$ cat src/rtl/fp_round_pack.sv
// Round, renormalise and pack stage of the single-precision multiplier.
// Two registered stages (round-add, classify/pack) with a valid/ready handshake.
module fp_round_pack #(
    parameter int EXP_W  = 10,
    parameter int MANT_W = 24
) (
    input  logic              clk,
    input  logic              rst_n,
    input  logic              in_valid,
    output logic              in_ready,
    input  logic              in_sign,
    input  logic [EXP_W-1:0]  in_exp,
    input  logic [MANT_W-1:0] in_mant,
    input  logic [2:0]        in_grs,
    input  logic              in_zero,
    input  logic [2:0]        r_mode,
    output logic              out_valid,
    input  logic              out_ready,
    output logic [31:0]       fp_Z,
    output logic              ovrf,
    output logic              udrf,
    output logic              inexact
);

    localparam logic [2:0] RM_RNE = 3'd0;
    localparam logic [2:0] RM_RTZ = 3'd1;
    localparam logic [2:0] RM_RDN = 3'd2;
    localparam logic [2:0] RM_RUP = 3'd3;
    localparam logic [2:0] RM_RMM = 3'd4;

    logic              en1, en2;

    logic              s1_v_q, s1_v_d;
    logic              s1_sign_q, s1_sign_d;
    logic [EXP_W-1:0]  s1_exp_q, s1_exp_d;
    logic [MANT_W:0]   s1_sum_q, s1_sum_d;
    logic              s1_gnz_q, s1_gnz_d;
    logic              s1_zero_q, s1_zero_d;
    logic [2:0]        s1_mode_q, s1_mode_d;

    logic              s2_v_q, s2_v_d;
    logic [31:0]       fp_z_q, fp_z_d;
    logic              ovrf_q, ovrf_d;
    logic              udrf_q, udrf_d;
    logic              inexact_q, inexact_d;

    logic [2:0]        mode_n;
    logic              inc;

    logic              carry;
    logic [MANT_W-2:0] frac;
    logic [EXP_W:0]    exp_post;
    logic              is_ovf, is_udf;
    logic [31:0]       ovf_val;
    logic [31:0]       inf_val, max_val;

    always_comb begin
        en2      = ~s2_v_q | out_ready;
        en1      = ~s1_v_q | en2;
        in_ready = en1;
    end

    // Stage 1: rounding increment and mantissa add; unused mode codes fall back to RNE.
    always_comb begin
        mode_n = (r_mode > RM_RMM) ? RM_RNE : r_mode;
        inc    = 1'b0;
        case (mode_n)
            RM_RNE:  inc = in_grs[2] & (in_grs[1] | in_grs[0] | in_mant[0]);
            RM_RTZ:  inc = 1'b0;
            RM_RDN:  inc = in_sign & (|in_grs);
            RM_RUP:  inc = ~in_sign & (|in_grs);
            RM_RMM:  inc = in_grs[2];
            default: inc = 1'b0;
        endcase

        s1_v_d    = s1_v_q;
        s1_sign_d = s1_sign_q;
        s1_exp_d  = s1_exp_q;
        s1_sum_d  = s1_sum_q;
        s1_gnz_d  = s1_gnz_q;
        s1_zero_d = s1_zero_q;
        s1_mode_d = s1_mode_q;
        if (en1) begin
            s1_v_d = in_valid;
            if (in_valid) begin
                s1_sign_d = in_sign;
                s1_exp_d  = in_exp;
                s1_sum_d  = {1'b0, in_mant} + {{MANT_W{1'b0}}, inc};
                s1_gnz_d  = |in_grs;
                s1_zero_d = in_zero;
                s1_mode_d = mode_n;
            end
        end
    end

    // Stage 2: renormalise on carry-out, then classify on the post-round exponent.
    always_comb begin
        carry    = s1_sum_q[MANT_W];
        frac     = carry ? s1_sum_q[MANT_W-1:1] : s1_sum_q[MANT_W-2:0];
        exp_post = {s1_exp_q[EXP_W-1], s1_exp_q} + {{EXP_W{1'b0}}, carry};
        is_ovf   = ~exp_post[EXP_W] && (exp_post >= (EXP_W+1)'(255));
        is_udf   = exp_post[EXP_W] || (exp_post == '0);

        inf_val  = {s1_sign_q, 8'hFF, 23'h000000};
        max_val  = {s1_sign_q, 8'hFE, 23'h7FFFFF};
        case (s1_mode_q)
            RM_RTZ:  ovf_val = max_val;
            RM_RDN:  ovf_val = s1_sign_q ? inf_val : max_val;
            RM_RUP:  ovf_val = s1_sign_q ? max_val : inf_val;
            default: ovf_val = inf_val;
        endcase

        s2_v_d    = s2_v_q;
        fp_z_d    = fp_z_q;
        ovrf_d    = ovrf_q;
        udrf_d    = udrf_q;
        inexact_d = inexact_q;
        if (en2) begin
            s2_v_d = s1_v_q;
            if (s1_v_q) begin
                if (s1_zero_q) begin
                    fp_z_d    = {s1_sign_q, 31'h0};
                    ovrf_d    = 1'b0;
                    udrf_d    = 1'b0;
                    inexact_d = 1'b0;
                end else if (is_ovf) begin
                    fp_z_d    = ovf_val;
                    ovrf_d    = 1'b1;
                    udrf_d    = 1'b0;
                    inexact_d = 1'b1;
                end else if (is_udf) begin
                    fp_z_d    = {s1_sign_q, 31'h0};
                    ovrf_d    = 1'b0;
                    udrf_d    = 1'b1;
                    inexact_d = 1'b1;
                end else begin
                    fp_z_d    = {s1_sign_q, exp_post[7:0], frac};
                    ovrf_d    = 1'b0;
                    udrf_d    = 1'b0;
                    inexact_d = s1_gnz_q;
                end
            end
        end
    end

    always_ff @(posedge clk or negedge rst_n) begin
        if (!rst_n) begin
            s1_v_q    <= 1'b0;
            s1_sign_q <= 1'b0;
            s1_exp_q  <= '0;
            s1_sum_q  <= '0;
            s1_gnz_q  <= 1'b0;
            s1_zero_q <= 1'b0;
            s1_mode_q <= RM_RNE;
            s2_v_q    <= 1'b0;
            fp_z_q    <= '0;
            ovrf_q    <= 1'b0;
            udrf_q    <= 1'b0;
            inexact_q <= 1'b0;
        end else begin
            s1_v_q    <= s1_v_d;
            s1_sign_q <= s1_sign_d;
            s1_exp_q  <= s1_exp_d;
            s1_sum_q  <= s1_sum_d;
            s1_gnz_q  <= s1_gnz_d;
            s1_zero_q <= s1_zero_d;
            s1_mode_q <= s1_mode_d;
            s2_v_q    <= s2_v_d;
            fp_z_q    <= fp_z_d;
            ovrf_q    <= ovrf_d;
            udrf_q    <= udrf_d;
            inexact_q <= inexact_d;
        end
    end

    assign out_valid = s2_v_q;
    assign fp_Z      = fp_z_q;
    assign ovrf      = ovrf_q;
    assign udrf      = udrf_q;
    assign inexact   = inexact_q;

endmodule

$ cat config.mk
export PLATFORM = sky130hd
export DESIGN_NAME = fp_round_pack
export DESIGN_NICKNAME = d
export VERILOG_FILES = /design/src/rtl/fp_round_pack.sv
export SDC_FILE = /design/constraint.sdc
export NUM_CORES = 1
export LEC_CHECK = 0
export CORE_ASPECT_RATIO = 0.5
export CORE_MARGIN = 5
export CORE_UTILIZATION = 47
export CTS_CLUSTER_DIAMETER = 60
export DETAILED_ROUTE_END_ITERATION = 7
export GPL_ROUTABILITY_DRIVEN = 0
export HOLD_SLACK_MARGIN = 0.05
export PLACE_DENSITY = 0.77
export SLEW_MARGIN = 30
export SYNTH_ARGS = -nofsm -noshare
export SYNTH_HDL_FRONTEND = slang
export SYNTH_SLANG_ARGS = --single-unit
$ cat constraint.sdc
create_clock -name clk -period 2.4 [get_ports clk]
set_clock_uncertainty 0.05 [all_clocks]
set_input_delay 0.24 -clock clk [delete_from_list [all_inputs] [get_ports clk]]
set_output_delay 0.24 -clock clk [all_outputs]
set_load 0.02 [all_outputs]
==> results.py, run 1 <==
metrics = {
    "layout": {
        "diodes": 0,
        "utilization_pct": 65.8,
        "drive_above_1_share_pct": 22.7,
        "area_growth_pct": 38.0,
        "fin_nets": 549,
    },
    "outcome": {
        "outcome": "finished with violations",
        "violations": "negative setup slack",
    },
    "global_route": {
        "antenna_found_initial": 0,
        "grt_pass1_vias": 3393,
        "grt_max_degree": 49,
        "track_usage_pct": 19.3,
        "gr-total-overflow": 0,
        "grt_pass1_wl_um": 16900,
    },
    "timing": {
        "post-route-min-period_ps": 2450,
        "rsz0062_at_grt": "yes",
        "fin_setup_tns_ps": -741,
        "setup_viol_count_final": 23,
        "holdWs_ps": 336,
        "hold_viol_final": 0,
        "max_freq_mhz": 408,
        "worst_slew_pin_slew_ps": 590,
        "final.period_utilization_pct": 102,
        "maxSlewHeadroom_pct": 60.5,
        "setup_ws_ps": -49.4,
        "report.final.slew_viol_count": 0,
    },
    "synthesis": {
        "synth_edf_count": 0,
        "synth_top_flop_cell": "dfrtp_1",
        "synth.most_common_cell": "dfrtp_1",
        "syn_area_um2": 4110,
        "ys_types": 49,
        "synth.cells.most_frequent": "dfrtp_1 (78), nand2_1 (47), mux2_2 (38)",
        "synthTopCellsByArea": "dfrtp_1 (48%), mux2_2 (10%), a221o_1 (5.8%), nand2_1 (4.3%), o21ai_0 (4.0%)",
        "synth-seq-cells": 78,
        "ys_seq_area_share_pct": 47.5,
        "syn_nets": 444,
        "synth_top_area_share_pct": 47.5,
        "yosys.area.top_type": "dfrtp_1",
        "async_flop_share_pct": 100,
        "yosysWarnings": 0,
        "syn_inst": 393,
        "synth.avg_cell_area_um2": 10.5,
    },
    "drt": {
        "vias": 3369,
        "drt_wl_total_um": 10100,
        "routedWlPerCell_um": 16.3,
        "viasPerCell": 5.43,
        "drc": 0,
        "drtIter0Drc": 127,
        "ant_nets": 0,
        "drt_pass1_iterations": 4,
    },
    "cts": {
        "clockBufferDepth": 2,
        "cts_tree": "done",
        "clock_sinks": 78,
        "htree_levels": 3,
        "clkLatencyLatePin_ps": 340,
        "root_buffer": "clkbuf_16",
        "numCtsBuffers": 9,
        "clk_pin_slew_ps": 60,
    },
    "worst_setup_path": {
        "cp.arrival_ps": 2610,
        "crit_chain": "ha_4 > ha_4 > buf_4 > nand2b_1 > nor3_1 > a21o_1 > a31oi_4 > and3_4 > buf_12 > a221o_1",
        "end_kind": "flop",
        "start_kind": "flop",
        "cpMostUsedCell": "ha_4",
        "worstSetupPathType": "flop to flop",
        "critPathRequiredTime_ps": 2560,
        "critPathMaxFanout": 23,
        "cpPeakStageDelay_ps": 430,
        "slowest_stage": "dfrtp_1",
    },
    "floorplanning": {
        "fp.coreArea_um2": 8620,
        "io_pins": 83,
        "row_count": 24,
        "dieArea_um2": 10800,
        "start_util_pct": 47.7,
        "die_w_um": 142,
        "die_height_um": 76.1,
    },
    "placement": {
        "pre_cts_slack_ps": -592,
        "port_buffers": 82,
        "hpwl_um": 6870,
    },
    "worst_hold_path": {
        "hold_path_class": "input port to flop",
    },
    "power_and_ir_drop": {
        "irDropWorstVdd_mv": 0.496,
        "power.leakage_nw": 2.39,
        "powerDensity_nw_per_um2": 714,
        "p_total_mw": 4.05,
    },
    "run": {
        "cap_violations": 0,
    },
}
## layout make-up
cell class / instances / area, um2
fill: 666 / 2950
multi-input combinational: 288 / 2130
sequential: 78 / 1950
timing repair buffer: 117 / 1130
clock buffer: 13 / 260
tap: 117 / 146
clock inverter: 3 / 42.5
inverter: 4 / 15.0
## placed cells by master, fill, tap and decap left out, drive strengths merged, types with 11 or more instances in the layout
| cell type | n |
|---|---|
| o21ai | 41 |
| nor2 | 13 |
| nand2 | 48 |
| a221o | 24 |
| xnor2 | 11 |
| clkbuf | 13 |
| nand3 | 18 |
| clkdlybuf4s50 | 79 |
| xor2 | 15 |
| mux2 | 38 |
| buf | 35 |
| dfrtp | 78 |
## power breakdown
part / switching [mW] / internal, mW
registers: 0.152 / 1.51
clock network: 0.528 / 0.861
logic: 0.478 / 0.523
total: 1.16 / 2.89
## critical path: cells and delay by family, from the launching register on
kind | cells | cell delay [ps]
AOI/OAI and AO/OA | 3 | 590
and+or+nand+nor | 3 | 590
DFF | 1 | 430
adders and majority gates | 2 | 350
buffers and inverters | 2 | 300
## final timing paths
path,depth (start not counted),start,end,slack [ps]
min in group asynchronous,2,rst_n,fp_Z[6],350
hold reg to reg,2,s1_mode_q[2],s1_mode_q[2],420
hold / removal,4,in_grs[1],s1_gnz_q,340
setup reg to reg,10,s1_sum_q[24],fp_Z[17],-50
max in group asynchronous,3,rst_n,s1_exp_q[3],1360
setup / recovery,10,s1_sum_q[24],fp_Z[17],-50
## cell families (layout without fill, tap and decap cells)
kind of cell,count (synthesis),count (layout),share of synthesized area [%]
muxes,38,38,10.4
and+or+nand+nor,132,133,16.3
AOI/OAI and AO/OA,85,85,14.8
xor gates and xnor gates,26,26,5.54
DFF,78,78,47.5
adders and majority gates,6,6,1.77
buffers and inverters,28,137,3.62
## registers in the layout, indices dropped and copies added (netlist names)
signal	flops
udrf	1
s1_sign_q	1
fp_Z	32
s1_zero_q	1
s1_gnz_q	1
s1_sum_q	25
s1_mode_q	3
inexact	1
ovrf	1
s1_v_q	1
s1_exp_q	10
out_valid	1
## repair_timing
item,CTS,global route
setup endpoints to repair,36,40
hold buffers,1,0
pin swaps,7,8
gates cloned,1,0
endpoints found under the hold margin,30,0
resized for setup,8,13
buffers inserted,2,2
## stage by stage
stage | std cells | cell area [um2]
floorplan | 393 | 4150
global placement | 598 | 5240
detailed placement | 598 | 5240
CTS | 618 | 5610
global route | 620 | 5670
finish | 620 | 5670
## per-layer routing
| layer | GRT usage, % | part of all wire (%) |
|---|---|---|
| met1 | 24.3 | 43 |
| met2 | 33.4 | 51 |
| met3 | 4.08 | 4.3 |
| met4 | 5.36 | 1.1 |
| met5 | 0 | 0 |
Power figures use the tool's default switching activity.
==> run 2: changes to the inputs <==
- RECOVER_POWER: unset -> 100
==> results.py, run 2 (same netlist as run 1, synthesis figures left out) <==
metrics = {
    "global_route": {
        "grt_max_degree": 49,
        "antenna_found_initial": 0,
        "grt_pass1_wl_um": 16900,
        "track_usage_pct": 19.3,
        "gr-total-overflow": 0,
        "grt_pass1_vias": 3393,
    },
    "placement": {
        "pre_cts_slack_ps": -592,
        "hpwl_um": 6870,
        "placed_area_um2": 5240,
        "port_buffers": 82,
    },
    "timing": {
        "hold_viol_final": 0,
        "worst_slew_pin_slew_ps": 1630,
        "holdWs_ps": 326,
        "post-route-min-period_ps": 2470,
        "setup_viol_count_final": 23,
        "report.final.slew_viol_count": 32,
        "final.period_utilization_pct": 103,
        "setup_ws_ps": -65.1,
        "rsz0062_at_grt": "yes",
        "max_freq_mhz": 406,
        "maxSlewHeadroom_pct": -8.40,
    },
    "layout": {
        "area_growth_pct": 37.3,
        "final_cell_area_um2": 5640,
        "final_common_cell": "dfrtp_1",
        "largest_reg_flops": 32,
        "multi_input_area_um2": 2110,
        "diodes": 0,
        "mostFrequentLayoutCells": "dfrtp_1 (78), nand2_1 (47), clkdlybuf4s50_1 (42)",
        "drive_above_1_share_pct": 21.9,
        "fill_cells": 674,
        "fin_nets": 549,
        "seq_area_um2": 1950,
    },
    "drt": {
        "drt_pass1_iterations": 4,
        "ant_nets": 0,
        "routedWlPerCell_um": 16.4,
        "vias": 3382,
        "drt_wl_total_um": 10100,
        "drtIter0Drc": 145,
        "drc": 0,
        "viasPerCell": 5.45,
    },
    "floorplanning": {
        "io_pins": 83,
        "row_count": 24,
        "dieArea_um2": 10800,
        "fp.coreArea_um2": 8620,
        "die_w_um": 142,
        "start_util_pct": 47.7,
        "die_height_um": 76.1,
    },
    "outcome": {
        "violations": "max-capacitance violations, max-slew violations, negative setup slack",
        "outcome": "finished with violations",
    },
    "cts": {
        "htree_levels": 3,
        "clk_pin_slew_ps": 60,
        "cts_tree": "done",
        "root_buffer": "clkbuf_16",
        "clockBufferDepth": 2,
        "clkLatencyLatePin_ps": 340,
        "clock_sinks": 78,
        "numCtsBuffers": 9,
    },
    "power_and_ir_drop": {
        "power.leakage_nw": 2.48,
        "irDropWorstVdd_mv": 0.495,
        "p_total_mw": 4.00,
        "powerDensity_nw_per_um2": 710,
    },
    "worst_setup_path": {
        "critPathMaxFanout": 23,
        "critPathRequiredTime_ps": 2570,
        "end_kind": "flop",
        "worstSetupPathType": "flop to flop",
        "start_kind": "flop",
        "cp.arrival_ps": 2630,
    },
    "worst_hold_path": {
        "hold_path_class": "input port to flop",
    },
    "run": {
        "cap_violations": 1,
    },
}
run 2: cell count changes in the layout (fill, tap and decap cells not counted), sizes merged:
cell,change
clkbuf,+3
dlygate4sd3,+37
buf,-3
clkdlybuf4s50,-37
run 2: area by class of cell:
| type | instances | share of cell area, % |
|---|---|---|
| timing repair buffer | 117 | 19.8 |
| inverter | 4 | 0.266 |
| multi-input combinational | 288 | 37.4 |
| clock inverter | 3 | 0.755 |
| sequential | 78 | 34.6 |
| tap | 117 | 2.60 |
| clock buffer | 13 | 4.62 |
run 2: final timing paths:
path / slack (ps) / start / end / cells after the start
max: -70 / s1_sum_q[24] / fp_Z[22] / 10
min: 330 / in_grs[1] / s1_gnz_q / 4
min reg2reg: 420 / s1_mode_q[2] / s1_mode_q[2] / 2
max reg2reg: -70 / s1_sum_q[24] / fp_Z[22] / 10
max in group asynchronous: 320 / rst_n / s1_exp_q[3] / 3
min in group asynchronous: 830 / rst_n / fp_Z[6] / 2
run 2: stage by stage:
step | setup TNS, ps | util (%) | cells
floorplan | 0 | - | 393
global placement | -7870 | 60.8 | 598
detailed placement | -10280 | 60.8 | 598
CTS | 0 | 65.1 | 618
finish | -1090 | 65.4 | 620
global route | -6990 | 65.4 | 620
run 2: critical path, stage by stage, from the launching register on:
cell      delay, ps
dfrtp_1         420
ha_4            190
ha_4            160
buf_4           150
nand2b_1        170
nor3_1          210
a21o_1          140
a31oi_2         160
and3_4          220
buf_12          150
a221o_1         310
run 2: routing by layer:
metal,vias up,wire (um),GRT usage [%]
li1,1653,-,-
met1,1657,4470,24.3
met2,60,5170,33.4
met3,12,389,4.08
met4,0,114,5.36
met5,-,0,0
run 2: report_power, final:
part	switching [mW]	leakage (nW)	internal, mW
logic	0.474	1.34	0.483
clock network	0.528	0.146	0.861
registers	0.149	0.989	1.51
total	1.15	2.48	2.85
run 2: timing repair:
item                                    CTS  global route
gates cloned                              1             0
hold buffers                              1             0
pin swaps                                 7             8
endpoints found under the hold margin    30             0
setup buffers                             2             2
gates resized for setup                   8            13
endpoints found under the setup margin   36            40
==> run 3: changes to the inputs <==
- GPL_TIMING_DRIVEN: unset -> 0
==> results.py, run 3 (same netlist as run 1, synthesis figures left out) <==
metrics = {
    "outcome": {
        "outcome": "finished with violations",
        "violations": "negative setup slack",
    },
    "cts": {
        "root_buffer": "clkbuf_16",
        "clock_sinks": 78,
        "cts_tree": "done",
        "clockBufferDepth": 2,
        "numCtsBuffers": 9,
        "htree_levels": 3,
        "clkLatencyLatePin_ps": 340,
        "clk_pin_slew_ps": 60,
    },
    "layout": {
        "fin_nets": 558,
        "largest_reg_flops": 32,
        "instances_no_fill": 628,
        "diodes": 0,
        "final_common_cell": "dfrtp_1",
        "mostFrequentLayoutCells": "dfrtp_1 (77), nand2_1 (47), clkdlybuf4s50_1 (41)",
        "final_cell_area_um2": 5790,
        "utilization_pct": 67.1,
        "area_growth_pct": 40.9,
        "drive_above_1_share_pct": 22.5,
    },
    "placement": {
        "pre_cts_slack_ps": -672,
        "hpwl_um": 7200,
        "dpl.cell_count": 593,
        "port_buffers": 82,
        "placed_area_um2": 5130,
    },
    "worst_setup_path": {
        "end_kind": "flop",
        "crit_end": "fp_Z[1]",
        "worstSetupPathType": "flop to flop",
        "r2r-start": "s1_sum_q[24]",
        "ff2ff_path_depth": 11,
        "critPathMaxFanout": 5,
        "critPathRequiredTime_ps": 2560,
        "start_kind": "flop",
        "rr_endpoint": "fp_Z[1]",
        "regToRegSetupSlack_ps": -90,
        "crit_start": "s1_sum_q[24]",
        "cp.arrival_ps": 2660,
    },
    "floorplanning": {
        "dieArea_um2": 10800,
        "die_w_um": 142,
        "die_height_um": 76.1,
        "row_count": 24,
        "io_pins": 83,
        "fp.coreArea_um2": 8620,
        "start_util_pct": 47.7,
    },
    "drt": {
        "vias": 3463,
        "routedWlPerCell_um": 17.0,
        "drt_pass1_iterations": 4,
        "drc": 0,
        "drtIter0Drc": 196,
        "ant_nets": 0,
        "viasPerCell": 5.51,
        "drt_wl_total_um": 10600,
    },
    "timing": {
        "maxSlewHeadroom_pct": 36.8,
        "hold_viol_final": 0,
        "rsz0062_at_grt": "yes",
        "worst_slew_pin_slew_ps": 949,
        "post-route-min-period_ps": 2490,
        "setup_viol_count_final": 23,
        "fin_setup_tns_ps": -1750,
        "setup_ws_ps": -93.7,
        "report.final.slew_viol_count": 0,
        "final.period_utilization_pct": 104,
        "max_freq_mhz": 401,
    },
    "global_route": {
        "grt_pass1_wl_um": 17900,
        "gr-total-overflow": 0,
        "track_usage_pct": 20.6,
        "grt_pass1_vias": 3558,
        "grt_max_degree": 41,
        "antenna_found_initial": 0,
    },
    "power_and_ir_drop": {
        "irDropWorstVdd_mv": 0.447,
        "powerDensity_nw_per_um2": 723,
        "power.leakage_nw": 2.51,
    },
    "worst_hold_path": {
        "hold_path_class": "input port to flop",
    },
    "run": {
        "cap_violations": 0,
    },
}
[run 3: cell types whose count changed in the layout (fill, tap and decap cells not counted), sizes merged, moves of 2 or more]
cell | previous run | this run
clkbuf | 16 | 28
buf | 32 | 28
bufinv | 1 | 3
dlymetal6s2s | 2 | 0
dlygate4sd2 | 0 | 2
[run 3: worst min path at each step]
stage,startpoint,end,slack [ps],cells after the start
final,in_grs[0],s1_gnz_q,320,3
after global routing,in_grs[0],s1_gnz_q,380,3
after detailed placement,rst_n,fp_Z[6],200,1
after floorplan,rst_n,fp_Z[0],-110,0
after global placement,s1_mode_q[2],s1_mode_q[2],410,2
after CTS,in_grs[0],s1_gnz_q,320,3
[run 3: per-layer routing]
metal	global-route usage [%]	vias up	wire length, um
li1	-	1670	-
met4	4.69	0	139
met3	5.96	13	487
met2	35.3	78	5390
met5	0	-	0
met1	25.8	1702	4640
[run 3: layout make-up]
type,instances,area [um2]
Buffer,23,145
Clock buffer,11,243
Clock inverter,4,95.1
Fill cell,660,2830
Inverter,4,15.0
Multi-Input combinational cell,287,2170
Sequential cell,78,1950
Tap cell,117,146
Timing Repair Buffer,104,1020
[run 3: stage by stage]
step	hold slack (ps)	power (mW)
after CTS	316	4.22
after floorplan	-106	2.18
after global placement	409	2.60
final	321	4.18
after global routing	377	4.38
after detailed placement	197	2.63
[run 3: power breakdown]
group          internal [mW]  leakage, nW  switching [mW]  total [mW]
combinational          0.482         1.35           0.498       0.980
clock                   1.04        0.166           0.513        1.55
sequential              1.51        0.988           0.145        1.65
[run 3: repair_timing]
action                                  in CTS  in global routing
buffers inserted                            16                  2
hold buffers                                 1                  0
pin swaps                                   10                 10
cloned                                       2                  2
endpoints found under the hold margin       39                  0
gates resized for setup                     29                 14
endpoints found under the setup margin      41                 38
[run 3: worst max-delay path: stages (launching register included)]
cell       delay, ps
dfrtp_1          420
ha_4             200
ha_4             180
nand4_4           90
buf_4            120
a2bb2oi_1         50
or3_1            350
a31oi_4          280
nor3_4            80
buf_12           140
buf_4            140
a221o_1          270
